**src/rtl/eth_pkg.sv**
```systemverilog
// Shared types and constants for the Ethernet TX arbiter.
package eth_pkg;

    typedef enum logic [1:0] {
        IDLE,
        GNT_ARP,
        GNT_UDP,
        IFG
    } state_t;

    localparam int CLI_ARP = 0;
    localparam int CLI_UDP = 1;

    localparam int IFG_DEFAULT     = 12;
    localparam int TIMEOUT_DEFAULT = 4096;

    function automatic int cnt_width(input int a, input int b);
        return $clog2(a > b ? a : b) + 1;
    endfunction

endpackage

```
**src/rtl/eth_tx_arb_cnt.sv**
```systemverilog
// Loadable saturating down-counter used for IFG and grant timeout.
module eth_tx_arb_cnt
    import eth_pkg::*;
#(
    parameter int W = 4
) (
    input  logic         clk,
    input  logic         rst,
    input  logic         load,
    input  logic [W-1:0] value,
    output logic         zero
);

    logic [W-1:0] count;

    always_ff @(posedge clk) begin
        if (rst) begin
            count <= '0;
        end else if (load) begin
            count <= value;
        end else if (count != '0) begin
            count <= count - 1'b1;
        end
    end

    assign zero = (count == '0);

endmodule

```
**src/rtl/eth_tx_arb.sv**
```systemverilog
// Two-client GMII transmit arbiter with IFG enforcement and grant timeout.
// Define ETH_TX_ARB_RR_EN for round-robin ties; default is fixed ARP priority.
module eth_tx_arb
    import eth_pkg::*;
#(
    parameter int IFG_CYCLES     = IFG_DEFAULT,
    parameter int TIMEOUT_CYCLES = TIMEOUT_DEFAULT
) (
    input  logic       clk,
    input  logic       rst,
    input  logic       arp_req,
    output logic       arp_gnt,
    input  logic       arp_tx_en,
    input  logic [7:0] arp_txd,
    input  logic       arp_done,
    input  logic       udp_req,
    output logic       udp_gnt,
    input  logic       udp_tx_en,
    input  logic [7:0] udp_txd,
    input  logic       udp_done,
    output logic       gmii_tx_en,
    output logic [7:0] gmii_txd,
    output logic       busy,
    output logic       timeout_err
);

    localparam int CW = cnt_width(IFG_CYCLES, TIMEOUT_CYCLES);
    localparam logic [CW-1:0] IFG_LOAD = CW'(IFG_CYCLES - 1);
    localparam logic [CW-1:0] TMO_LOAD = CW'(TIMEOUT_CYCLES - 1);

    state_t     state;
    logic [1:0] req_vec;
    logic       arp_win;
    logic       ifg_load;
    logic       ifg_zero;
    logic       tmo_load;
    logic       tmo_zero;

    assign req_vec[CLI_ARP] = arp_req;
    assign req_vec[CLI_UDP] = udp_req;

`ifdef ETH_TX_ARB_RR_EN
    logic last;

    assign arp_win = req_vec[CLI_ARP] &&
                     (!req_vec[CLI_UDP] || last == 1'(CLI_UDP));
`else
    assign arp_win = req_vec[CLI_ARP];
`endif

    // IFG restarts while the final byte is still on the wire
    assign ifg_load = (state != IFG) || gmii_tx_en;
    assign tmo_load = (state == IDLE);

    eth_tx_arb_cnt #(.W(CW)) u_ifg_cnt (
        .clk   (clk),
        .rst   (rst),
        .load  (ifg_load),
        .value (IFG_LOAD),
        .zero  (ifg_zero)
    );

    eth_tx_arb_cnt #(.W(CW)) u_tmo_cnt (
        .clk   (clk),
        .rst   (rst),
        .load  (tmo_load),
        .value (TMO_LOAD),
        .zero  (tmo_zero)
    );

    always_ff @(posedge clk) begin
        if (rst) begin
            state       <= IDLE;
            arp_gnt     <= 1'b0;
            udp_gnt     <= 1'b0;
            gmii_tx_en  <= 1'b0;
            gmii_txd    <= 8'h00;
            busy        <= 1'b0;
            timeout_err <= 1'b0;
`ifdef ETH_TX_ARB_RR_EN
            last        <= 1'(CLI_UDP);
`endif
        end else begin
            timeout_err <= 1'b0;
            gmii_tx_en  <= 1'b0;
            gmii_txd    <= 8'h00;
            unique case (state)
                IDLE: begin
                    if (arp_win) begin
                        state   <= GNT_ARP;
                        arp_gnt <= 1'b1;
                        busy    <= 1'b1;
`ifdef ETH_TX_ARB_RR_EN
                        last    <= 1'(CLI_ARP);
`endif
                    end else if (req_vec[CLI_UDP]) begin
                        state   <= GNT_UDP;
                        udp_gnt <= 1'b1;
                        busy    <= 1'b1;
`ifdef ETH_TX_ARB_RR_EN
                        last    <= 1'(CLI_UDP);
`endif
                    end
                end
                GNT_ARP: begin
                    gmii_tx_en <= arp_tx_en;
                    gmii_txd   <= arp_txd;
                    if (arp_done || tmo_zero) begin
                        state       <= IFG;
                        arp_gnt     <= 1'b0;
                        timeout_err <= ~arp_done;
                    end
                end
                GNT_UDP: begin
                    gmii_tx_en <= udp_tx_en;
                    gmii_txd   <= udp_txd;
                    if (udp_done || tmo_zero) begin
                        state       <= IFG;
                        udp_gnt     <= 1'b0;
                        timeout_err <= ~udp_done;
                    end
                end
                IFG: begin
                    if (ifg_zero && !gmii_tx_en) begin
                        state <= IDLE;
                        busy  <= 1'b0;
                    end
                end
                default: state <= IDLE;
            endcase
        end
    end

endmodule

```
**config.mk**
```make
export PLATFORM = sky130hd
export DESIGN_NAME = eth_tx_arb
export DESIGN_NICKNAME = d
export VERILOG_FILES = /design/src/rtl/eth_pkg.sv /design/src/rtl/eth_tx_arb_cnt.sv /design/src/rtl/eth_tx_arb.sv
export SDC_FILE = /design/constraint.sdc
export NUM_CORES = 1
export LEC_CHECK = 0
export CORE_MARGIN = 2
export CORE_UTILIZATION = 51
export DETAILED_ROUTE_END_ITERATION = 6
export GPL_TIMING_DRIVEN = 0
export PLACE_DENSITY = 0.79
export SYNTH_ARGS = -nofsm -noshare
export SYNTH_HDL_FRONTEND = slang
export SYNTH_SLANG_ARGS = --single-unit
export TNS_END_PERCENT = 100
```
**constraint.sdc**
```tcl
create_clock -name clk -period 3.2 [get_ports clk]
set_input_delay 0.64 -clock clk [delete_from_list [all_inputs] [get_ports clk]]
set_output_delay 0.64 -clock clk [all_outputs]
set_load 0.1 [all_outputs]
```
# == Word-level counts from Yosys, hierarchy flattened ==
# Index checks and enable logic that the tools add are counted.
# op_classes
n_addsub,2
eq_ne,11
muxes,25
bitwise_logic,2
n_reduce_logical,21
# op_table
cell,count
zero test 13 bit,2
nonzero test 13 bit,2
subtractor 13 x 1 -> 13 bit (second input constant),2
2-to-1 mux 12 bit,2
case mux 8 bit (2 select lines),1
inequality test 2 bit (second input constant),7
2-to-1 mux 2 bit,5
case mux 1 bit (2 select lines),5
nonzero test 2 bit,5
2-to-1 mux 1 bit,9
2-to-1 mux 4 bit,2
case mux 2 bit (4 select lines),1
AND reduction 4 bit,2
AND reduction 3 bit,2
== test 2 bit (second input constant),2
OR reduction 2 bit,2
logical OR 1 bit,3
inequality test 3 bit (second input constant),1
== test 2 x 1 -> 1 bit (second input constant),1
zero test 2 bit,1
NOT 1 bit,2
logical AND 1 bit,1
zero test 1 bit,1
# totals
reg_bits,41
out_inout_bits,13
input_bits,24
word_cells,72

# == Logic depth before layout (Yosys ltp) ==
# logic_depth
ltp_word,4
depth_mapped,8
mapped_depth_nobuf,7

# == By module ==
# From an unflattened synthesis, not the netlist that was laid out.
# unflattened
hier_cells,263
area_unflattened_um2,2270.9
# modules_own_cells
mod,cells_each,instances,area_per_inst_um2
eth_tx_arb_cnt,90,2,763.2
eth_tx_arb,83,1,744.5

# == Worst setup path after synthesis ==
# Ideal clock, no wire load.
# synth_path
path_type,register -> register
start,reg u_tmo_cnt.count[0]
end,reg state[0]
required_ns,3.104
path_slack_ns,0.975
t_arrival_ns,2.130
path_stages_with_launch,9
n_path_buf,1
period_less_slack_ns,2.225
path_cell_list,dfxtp_1 inv_1 ha_1 or3b_1 or4_1 buf_2 a21oi_1 nand2_1 a221oi_1
# synth_between
elab_chain_len,4
elab_cells_between_ends,6
classes_between,2 x eq/ne; 4 x reduce/logical
# synth_rtl
element,line_no,rtl
start: declaration,eth_tx_arb_cnt.sv:14,logic [W-1:0] count;
start signal: assignment,eth_tx_arb_cnt.sv:20,count <= value;
start signal: assignment,eth_tx_arb_cnt.sv:22,count <= count - 1'b1;
zero test 13 bit (*),eth_tx_arb_cnt.sv:26,assign zero = (count == '0);
logical OR 1 bit (on tied branches),"eth_tx_arb.sv:117, eth_tx_arb.sv:108",
inequality test 2 bit (no source line),n/a,
AND reduction 4 bit (no source line) (*),n/a,
end signal: assignment,eth_tx_arb.sv:118,state <= IFG;
end signal: assignment,eth_tx_arb.sv:125,state <= IDLE;
end signal: assignment,eth_tx_arb.sv:129,default: state <= IDLE;
end: declaration,eth_tx_arb.sv:31,state_t state;
# Mark *: on every way between the ends. The rest lies on a longest branch, timed or not.
# A chain may end at the register's enable or synchronous reset.

# == Worst setup path after layout ==
# layout_path
start,reg gmii_tx_en
end,out gmii_tx_en
# layout_lines
element,line_no,rtl
start: declaration,eth_tx_arb.sv:21,"output logic gmii_tx_en,"
start signal: assignment,eth_tx_arb.sv:106,gmii_tx_en <= arp_tx_en;
start signal: assignment,eth_tx_arb.sv:115,gmii_tx_en <= udp_tx_en;
# No word-level cell between the ends.

==> results.md <==
- Die Wd: approximately 65 microns
- Origin of the worst min-delay path: u_ifg_cnt.count[12]$_SDFFE_PP0P_
- Routed vias/inst: roughly 5.5
- Max_cap viols: 0
- Final hold slack: 0.488 ns
- Worst Hold Path Cells: 1
- Critical R2R Capture: state[0]$_SDFFE_PP0P_
- First-pass GRT wire length: 6870 microns
- Routed WL: 3930 microns
- Htree depth: 2
- RSZ-0062 raised after global routing: no
- Pint: 1.07 mW
- Static leakage: 0.902 nW
- CTS-repair resized insts: 0
- Longest Clk Path Bufs: 2
- Max_slew headroom: 34.0%
- Post-Syn Instances: 222
- Worst Path Max Fanout: 4
- Synth cell types: 39
- Fin crit share: between 70 and 80%
- Tightest Pin Transition: approximately 0.99 ns
- PwrDens: between 700 and 800 nW/um^2
- Setup tns final: 0 ns
- Seq cells post-synth: 41
- Worst Path Arrival: 1.83 ns
- HPWL after DPL: 2860 microns
- CP Launch Type: flip-flop
- Clock transition at the registers of the reported paths: 0.08 ns
- Design Power: about 1.8 mW
- Commonest non-fill, non-tap cell in the layout: dfxtp_1
- Total CTS buffers: 5
- Post-route ant nets: 0
- Ant diodes: 0
- Vias in the first global route: 1554
- WP buf/inv: 1
- Fin crit period: 2.47 ns
- Clk sink count: a little over 40
- # Post-CTS Setup Buffers: 0
- Routed wire length per instance: about 13 microns
- Final setup margin: 0.726 ns
- Hold-fix buffers at CTS: 0
- Overall routing resource usage: 20.6%
- Most used DFF post-synth: dfxtp_1
- Largest stage delay on the critical path: about 1.2 ns
- Max IR drop VDD: 0.442 mV
- Top cells by area, synth: dfxtp_1, a21oi_1, nor2_1
- Hold Path Class: flip-flop to flip-flop
- Core Area: approximately 3600 sq um
- Asr flop ratio synth: 0%
- Clk Tree Root Cell: clkbuf_8
- Crit path max-delay cell type: clkdlybuf4s50_1
- NumNets Final: 295
- Slew Viols, Final: 0
- Sw Ratio: a little over two fifths
- Sequential power share: 37.7%
- Via Count: approximately 1700
- Share of the synthesized area in the top cell type: ~43%
- First-pass DRT Iterations: 4
- Run status: complete, no violations
- FP Rows: 22
- Post-synthesis sequential area ratio: 43.1%
- Final setup fails: 0
- Yosys warning total: 0
- Post-route DRC: 0
- Hold Path End: u_ifg_cnt.count[12]$_SDFFE_PP0P_
- Layout cells sized above 1: 5.64%
- CP top delay family: buffers and inverters
- Clock latency on the worst-skew pair: 0.29 ns
- R2R setup slack: approximately 0.76 ns
- Commonest cells after routing, fill and taps aside: dfxtp_1, clkdlybuf4s50_1, nor2_1
- Mapped cell area: about 1900 sq um
- Routability cong.: 0.821
- Critical path class: flip-flop to output port
- Syn nets: 252
- Largest net degree at the start of global routing: 13
- Leading area contributor after synthesis: dfxtp_1
- Placement Cell Area: 2330 sq um
- Reg2reg start: u_tmo_cnt.count[0]$_SDFFE_PP0P_
- Grt ovf: 0
- CP required: 2.56 ns
- I/O pin count: 37
- Initial Util: 52.4%
- Final Hold Viols: 0
- CP Depth: 1
- Logic pwr share: 42.4%
- Initial DRC Count: 72
- Port Buffer Count: 36
- P_sw: 0.763 mW
- CP endpoint kind: output port
- Pre-CTS setup slack: 0.778 ns
- FMAX: 404 MHz
- R2R depth: 8
- Antenna violations before repair: 0
- Syn-to-layout area delta: 27.4%
- Clock share of power: 19.9%
- Die area: ~4200 sq um
- Syn avg cell area: ~8.6 sq um
- Clk_skew: 0.00581 ns
- Post-route cell area: 2430 sq um
- Die Y: 65.1 microns
- CTS tree: yes
- CP Cell Sequence: clkdlybuf4s50_1
- Post-synth EDFFs: 0
-- how the worst max path moves through the flow --
stage / slack, ns / end / start
finish: 0.73 / gmii_tx_en / gmii_tx_en$_SDFF_PP0_
global route: 0.49 / state[0]$_SDFFE_PP0P_ / u_ifg_cnt.count[0]$_SDFFE_PP0P_
CTS: 0.71 / gmii_tx_en / gmii_tx_en$_SDFF_PP0_
detailed placement: 0.78 / state[0]$_SDFFE_PP0P_ / u_tmo_cnt.count[0]$_SDFFE_PP0P_
global placement: 0.81 / state[0]$_SDFFE_PP0P_ / u_tmo_cnt.count[0]$_SDFFE_PP0P_
floorplan: 0.97 / state[0]$_SDFFE_PP0P_ / u_tmo_cnt.count[0]$_SDFFE_PP0P_
-- cell families after synthesis --
| family | after synthesis | share of synthesized area [%] |
|---|---|---|
| compound gates | 50 | 16.5 |
| flops | 41 | 43.1 |
| mux | 3 | 1.64 |
| simple gates | 86 | 23.7 |
| xor+xnor | 15 | 6.89 |
| fa+ha+maj | 6 | 3.94 |
| buf+inv | 21 | 4.27 |
-- flip-flops by register name (all words and copies together) (netlist names) --
name	cells
u_ifg_cnt.count	13
u_tmo_cnt.count	13
gmii_txd	8
state	2
arp_gnt	1
busy	1
gmii_tx_en	1
timeout_err	1
udp_gnt	1
-- power by group through the flow --
stage / Sequential [mW] / Combinational, mW / Clock (mW)
2_1_floorplan: 0.893 / 0.386 / 0
5_1_grt: 0.706 / 0.852 / 0.397
3_3_place_gp: 0.695 / 0.756 / 0
6_report: 0.690 / 0.775 / 0.365
3_5_place_dp: 0.698 / 0.773 / 0
4_1_cts: 0.689 / 0.777 / 0.377
-- metal layers --
metal / vias to the layer above / wire length, microns / GRT usage (%)
met5: - / 0 / 0
met3: 8 / 240 / 6.34
met4: 0 / 65 / 6.77
met1: 792 / 1830 / 26.9
li1: 873 / - / -
met2: 44 / 1800 / 32.7
-- synthesized netlist by cell type, types with 2 or more instances --
cell type  instances
o21ai_0            6
inv_1             11
nand2b_1           6
xnor2_1            8
mux2i_1            2
nor2_1            26
a21oi_1           21
a22oi_1            9
a31oi_1            4
nor4_1             7
nand3b_1           3
or4_1              5
nand4_1            2
or3_1              4
o31ai_1            2
nand3_1            2
nor3b_1            3
buf_2              2
dfxtp_1           41
clkbuf_1           8
nand2_1           12
nor3_1            10
ha_1               6
xor2_1             7
-- stage by stage --
stage          cells  util (%)
2_1_floorplan    222         -
3_3_place_gp     306      64.0
3_5_place_dp     306      64.0
4_1_cts          314      66.8
5_1_grt          314      66.8
6_report         314      66.8
-- cell type report --
cell class / instances / area, sq um
clock inverters: 1 / 5.00
multi-input cells: 160 / 1000
clock buffers: 7 / 96.3
plain buffers: 10 / 40.0
inverters: 11 / 41.3
flip-flops and latches: 41 / 821
fillers: 320 / 1210
well taps: 48 / 60.1
repair buffers: 36 / 360
No activity file was read; power rests on OpenSTA's default activity.
